--- config.mk ---
export PLATFORM = sky130hd
export DESIGN_NAME = uart_arb
export DESIGN_NICKNAME = d
export VERILOG_FILES = /design/src/rtl/uart_arb.sv
export SDC_FILE = /design/constraint.sdc
export NUM_CORES = 1
export LEC_CHECK = 0
export ABC_CLOCK_PERIOD_IN_PS = 2600
export BUFFER_PORTS_ARGS = -buffer_cell sky130_fd_sc_hd__buf_2
export CAP_MARGIN = 20
export CORE_MARGIN = 2
export CORE_UTILIZATION = 45
export DETAILED_ROUTE_END_ITERATION = 6
export GPL_ROUTABILITY_DRIVEN = 0
export HOLD_SLACK_MARGIN = 0.12
export PLACE_DENSITY = 0.78
export SLEW_MARGIN = 20
export SYNTH_ARGS = -nofsm -noshare
export SYNTH_HDL_FRONTEND = slang
export SYNTH_SLANG_ARGS = --single-unit
--- constraint.sdc ---
create_clock -name uart_clk -period 2.6 [get_ports uart_clk]
set_clock_uncertainty 0.1 [all_clocks]
set_input_delay 0.13 -clock uart_clk [delete_from_list [all_inputs] [get_ports uart_clk]]
set_output_delay 0.13 -clock uart_clk [all_outputs]
set_load 0.03 [all_outputs]
--- src/rtl/uart_arb.sv ---
// uart_arb: front end for the uart core.
//   TX: round-robin arbiter between two byte requesters, sequencing the
//       core's write_data / buf_empty handshake (IDLE -> ISSUE -> SEND).
//   RX: drains new_data/read_data bytes into a 2**RX_AW entry FIFO.
// Handshakes: txN_valid/txN_data must stay stable until the one-cycle txN_ready
//   strobe; an RX byte is popped on any cycle where rx_valid & rx_ready.
// Optional feature macro: UART_ARB_RX_OVERRUN_EN (discard-on-full plus a
//   saturating rx_overrun_cnt). Default build blocks reads while full.
// tx_state exposes the TX FSM state for debug.
module uart_arb #(
    parameter int RX_AW = 2
) (
    input  logic             uart_clk,
    input  logic             reset,
    input  logic [7:0]       tx0_data,
    input  logic             tx0_valid,
    output logic             tx0_ready,
    input  logic [7:0]       tx1_data,
    input  logic             tx1_valid,
    output logic             tx1_ready,
    output logic [7:0]       rx_data,
    output logic             rx_valid,
    input  logic             rx_ready,
    output logic [RX_AW:0]   rx_count,
    output logic             busy,
    output logic             last_grant,
    output logic [7:0]       u_data_in,
    output logic             u_write_data,
    input  logic             u_buf_empty,
    input  logic [7:0]       u_data_out,
    input  logic             u_new_data,
    output logic             u_read_data,
`ifdef UART_ARB_RX_OVERRUN_EN
    output logic [7:0]       rx_overrun_cnt,
`endif
    output logic [1:0]       tx_state
);

    localparam int DEPTH = 1 << RX_AW;

    typedef enum logic [1:0] {
        IDLE  = 2'd0,
        ISSUE = 2'd1,
        SEND  = 2'd2
    } tx_state_e;

    tx_state_e   state_q, state_d;
    logic        grant_q, grant_d;
    logic        last_grant_q, last_grant_d;
    logic [7:0]  data_in_q, data_in_d;
    logic [7:0]  issue_byte;

    logic [RX_AW-1:0] wr_ptr_q, wr_ptr_d;
    logic [RX_AW-1:0] rd_ptr_q, rd_ptr_d;
    logic [RX_AW:0]   count_q, count_d;
    logic [7:0]       mem_q [DEPTH];
    logic [7:0]       mem_d [DEPTH];
    logic             full;
    logic             push;
    logic             pop;

    // TX state, grant and held output byte registers
    always_ff @(posedge uart_clk or posedge reset) begin
        if (reset) begin
            state_q      <= IDLE;
            grant_q      <= 1'b0;
            last_grant_q <= 1'b1;
            data_in_q    <= 8'h00;
        end else begin
            state_q      <= state_d;
            grant_q      <= grant_d;
            last_grant_q <= last_grant_d;
            data_in_q    <= data_in_d;
        end
    end

    assign issue_byte = grant_q ? tx1_data : tx0_data;

    // TX next state: arbitrate in IDLE, strobe for one cycle in ISSUE, wait out the frame in SEND
    always_comb begin
        state_d      = state_q;
        grant_d      = grant_q;
        last_grant_d = last_grant_q;
        data_in_d    = data_in_q;
        case (state_q)
            IDLE: begin
                if (u_buf_empty && (tx0_valid || tx1_valid)) begin
                    if (tx0_valid && tx1_valid) begin
                        grant_d = ~last_grant_q;
                    end else begin
                        grant_d = tx1_valid;
                    end
                    state_d = ISSUE;
                end
            end
            ISSUE: begin
                data_in_d    = issue_byte;
                last_grant_d = grant_q;
                state_d      = SEND;
            end
            SEND: begin
                if (u_buf_empty) begin
                    state_d = IDLE;
                end
            end
            default: state_d = IDLE;
        endcase
    end

    assign u_write_data = (state_q == ISSUE);
    assign u_data_in    = (state_q == ISSUE) ? issue_byte : data_in_q;
    assign tx0_ready    = (state_q == ISSUE) && !grant_q;
    assign tx1_ready    = (state_q == ISSUE) && grant_q;
    assign busy         = (state_q != IDLE);
    assign last_grant   = last_grant_q;
    assign tx_state     = state_q;

    // RX FIFO: a full FIFO refuses a push even when a pop happens the same cycle
    assign full     = (count_q == (RX_AW+1)'(DEPTH));
    assign push     = u_new_data && !full;
    assign pop      = (count_q != '0) && rx_ready;
    assign rx_valid = (count_q != '0);
    assign rx_count = count_q;
    assign rx_data  = rx_valid ? mem_q[rd_ptr_q] : 8'h00;

`ifdef UART_ARB_RX_OVERRUN_EN
    logic [7:0] ovr_q, ovr_d;

    assign u_read_data    = u_new_data;
    assign rx_overrun_cnt = ovr_q;

    // Overrun counter: counts bytes discarded because the FIFO was full
    always_ff @(posedge uart_clk or posedge reset) begin
        if (reset) begin
            ovr_q <= 8'h00;
        end else begin
            ovr_q <= ovr_d;
        end
    end

    // Overrun next value, saturating at 255
    always_comb begin
        ovr_d = ovr_q;
        if (u_new_data && full && (ovr_q != 8'hFF)) begin
            ovr_d = ovr_q + 8'd1;
        end
    end
`else
    assign u_read_data = push;
`endif

    // RX FIFO storage and pointer registers
    always_ff @(posedge uart_clk or posedge reset) begin
        if (reset) begin
            wr_ptr_q <= '0;
            rd_ptr_q <= '0;
            count_q  <= '0;
            for (int i = 0; i < DEPTH; i++) begin
                mem_q[i] <= 8'h00;
            end
        end else begin
            wr_ptr_q <= wr_ptr_d;
            rd_ptr_q <= rd_ptr_d;
            count_q  <= count_d;
            for (int i = 0; i < DEPTH; i++) begin
                mem_q[i] <= mem_d[i];
            end
        end
    end

    // RX FIFO next state: write at tail, advance pointers, track occupancy
    always_comb begin
        mem_d    = mem_q;
        wr_ptr_d = wr_ptr_q;
        rd_ptr_d = rd_ptr_q;
        count_d  = count_q;
        if (push) begin
            mem_d[wr_ptr_q] = u_data_out;
            wr_ptr_d        = wr_ptr_q + RX_AW'(1);
        end
        if (pop) begin
            rd_ptr_d = rd_ptr_q + RX_AW'(1);
        end
        case ({push, pop})
            2'b10:   count_d = count_q + (RX_AW+1)'(1);
            2'b01:   count_d = count_q - (RX_AW+1)'(1);
            default: count_d = count_q;
        endcase
    end

endmodule

==> flow_summary.json <==
{
  "required_ns": 2.37,
  "grt_pass1_wl_mm": 8.369,
  "num_rows": 26,
  "cpMaxStageDelayCell": "dfrtp_1",
  "ys_ff_latch": 51,
  "drt_iter0_markers": 67,
  "drv_slew": 0,
  "worstMarginPinSlew_ns": 0.6249,
  "synth_nets": 215,
  "io_pins": 59,
  "cts_tree": "built",
  "rsz0062_at_grt": "false",
  "path_max_fanout": 10,
  "cts_buffer_depth": 2,
  "leakagePower_nw": 1.502,
  "post-route-period-util": 0.9002,
  "vias": 1676,
  "die_y_um": 77.22,
  "avgSynthCellArea_um2": 13.55,
  "max_slew_margin": 0.5834,
  "arrival_ns": 2.11,
  "syn-instance-count": 178,
  "outcome": "finished clean",
  "cap_violations": 0,
  "cts.sinks": 51,
  "io_buffers": 58,
  "antenna_found_initial": 0,
  "wl_mm": 4.883,
  "ys_warn_count": 0,
  "insertedDiodeCount": 0,
  "critical_path_class": "flip-flop to output pin",
  "clk_latency_ns": 0.29,
  "hpwlAfterDp_mm": 3.174,
  "min_period_ns": 2.340,
  "report.final.hold_viol_count": 0,
  "yosys.cell_types.count": 30,
  "max_stage_delay_ns": 0.63,
  "synthToLayoutAreaGrowth_pct": 31.95,
  "die_area_um2": 5962,
  "start_util": 0.4693,
  "path_delay_family": "buffers and inverters",
  "async_flop_share": 1.000,
  "drtPass1Iterations": 4,
  "synth_area_um2": 2412,
  "drc": 0,
  "hold_ws_ns": 0.1159,
  "cts_buffers": 5,
  "tns_ns": 0,
  "fin_nets": 306,
  "postCtsResizedCells": 0,
  "cts_root_buf": "clkbuf_8",
  "drt-vias-per-instance": 4.929,
  "drtAntennaViolNets": 0,
  "cp-start-kind": "flip-flop",
  "synth_seq_area_share": 0.5296,
  "end_kind": "output pin",
  "p_per_area_nw_per_um2": 1288,
  "crit_path_cell_trace": "mux2i_1 > dlygate4sd3_1 > o21ai_0 > buf_2",
  "setup_viol": 0,
  "coreArea_um2": 5140,
  "grt_max_degree": 38,
  "htreeDepth": 2,
  "globalRouteOverflowTotal": 0,
  "crit_buf_inv": 2,
  "clk_pin_slew_ns": 0.08,
  "timing.fmax_ghz": 0.4273,
  "holdBufCountCts": 30,
  "grt_use_total": 0.1785,
  "hp-class": "primary input to flip-flop",
  "synth-edff-count": 0,
  "post-cts-setup-buffers": 0,
  "ir_drop_mv": 0.6806,
  "wl_per_cell_um": 14.36,
  "ys.flop_type": "dfrtp_1",
  "first_global_vias": 1821,
  "drive_gt1_frac": 0.4519,
  "die_x_um": 77.22
}
[flip-flops by register name (all words and copies together) (netlist names)]
| name | cells |
|---|---|
| tx_state | 2 |
| data_in_q | 8 |
| last_grant | 1 |
| rd_ptr_q | 2 |
| rx_count | 3 |
| grant_q | 1 |
| wr_ptr_q | 2 |
| mem_q | 32 |
[tightest hold or removal path, cell delays in order]
cell and delay (ns):
buf_2 0.15, nand2b_4 0.07, inv_4 0.06, xnor2_1 0.06
[area by class of cell]
cell class / instances / area [um^2]
tap: 70 / 87.58
timing repair buffer: 90 / 605.6
clock inverter: 1 / 7.507
fill: 409 / 1957
clock buffer: 7 / 96.34
inverter: 9 / 36.28
multi-input combinational: 112 / 1072
sequential: 51 / 1277
[per-layer routing]
| layer | global-route usage | share of wire |
|---|---|---|
| met4 | 0.05000 | 0.0098 |
| met2 | 0.3217 | 0.52 |
| met3 | 0.04353 | 0.056 |
| met5 | 0 | 0 |
| met1 | 0.2109 | 0.42 |
[stage by stage]
stage	setup WS (ns)	utilization	cell area [um^2]	total power [mW]	std cells
3_3_place_gp	0.4619	0.5407	2779	3.471	302
3_5_place_dp	0.3678	0.5407	2779	3.543	302
4_1_cts	0.2714	0.6193	3183	4.114	340
2_1_floorplan	0.3655	-	2412	3.041	178
6_report	0.2596	0.6193	3183	4.100	340
5_1_grt	0.1274	0.6193	3183	4.375	340
[placed cells by master (no fill, tap or decap), drive strengths merged]
master	synthesis	final
or3	1	1
mux2i	9	9
dlygate4sd3	0	30
and2	9	9
clkinvlp	0	1
nand2b	3	3
a21o	1	1
ha	5	5
inv	9	9
mux2	33	33
dfstp	1	1
xor2	3	3
o21ai	9	9
fa	1	1
dfrtp	50	50
a31o	1	1
o21a	1	1
nand2	13	13
nor3b	2	2
mux4	8	8
clkbuf	3	7
nand3	1	1
or2	1	1
xnor2	3	3
nor2	7	7
buf	3	60
a21oi	1	1
[path summary, 6_finish.rpt]
kind                              start            to  slack, ns  cells past startpoint
hold / removal               u_new_data   wr_ptr_q[0]       0.12                      4
setup reg to reg            rx_count[0]   rx_count[2]       0.37                      8
max in group asynchronous         reset  data_in_q[5]       1.42                      4
min in group asynchronous         reset   tx_state[0]       0.23                      3
setup / recovery                grant_q  u_data_in[1]       0.26                      4
hold reg to reg            data_in_q[7]  data_in_q[7]       0.39                      2
[kinds of logic (layout without fill, tap and decap cells)]
| kind of cell | count (synthesis) | after routing | share of synthesized area |
|---|---|---|---|
| muxes | 50 | 50 | 0.2676 |
| and+or+nand+nor | 37 | 37 | 0.09025 |
| DFF | 51 | 51 | 0.5296 |
| xor gates and xnor gates | 6 | 6 | 0.02179 |
| AOI/OAI and AO/OA | 13 | 13 | 0.03060 |
| adders and majority gates | 6 | 6 | 0.03423 |
| buffers and inverters | 15 | 107 | 0.02593 |
[power breakdown]
group | switching, mW | internal (mW) | leakage (nW)
logic | 1.09 | 1.00 | 0.843
clock network | 0.248 | 0.242 | 0.0505
registers | 0.317 | 1.19 | 0.608
total | 1.66 | 2.44 | 1.50
[synthesized netlist by cell type, types with 2 or more instances]
master | n | area, um^2
xor2_1 | 3 | 26.28
nand2_1 | 13 | 48.80
and2_1 | 9 | 56.30
clkbuf_1 | 3 | 11.26
dfrtp_1 | 50 | 1251
mux2_2 | 32 | 360.4
o21ai_0 | 9 | 45.04
xnor2_1 | 3 | 26.28
nor2_1 | 3 | 11.26
ha_1 | 5 | 62.56
mux4_2 | 8 | 180.2
buf_2 | 3 | 15.01
nor2_2 | 4 | 25.02
mux2i_1 | 9 | 90.09
inv_1 | 8 | 30.03
nand2b_1 | 2 | 12.51
No activity file was read; power rests on OpenSTA's default activity.
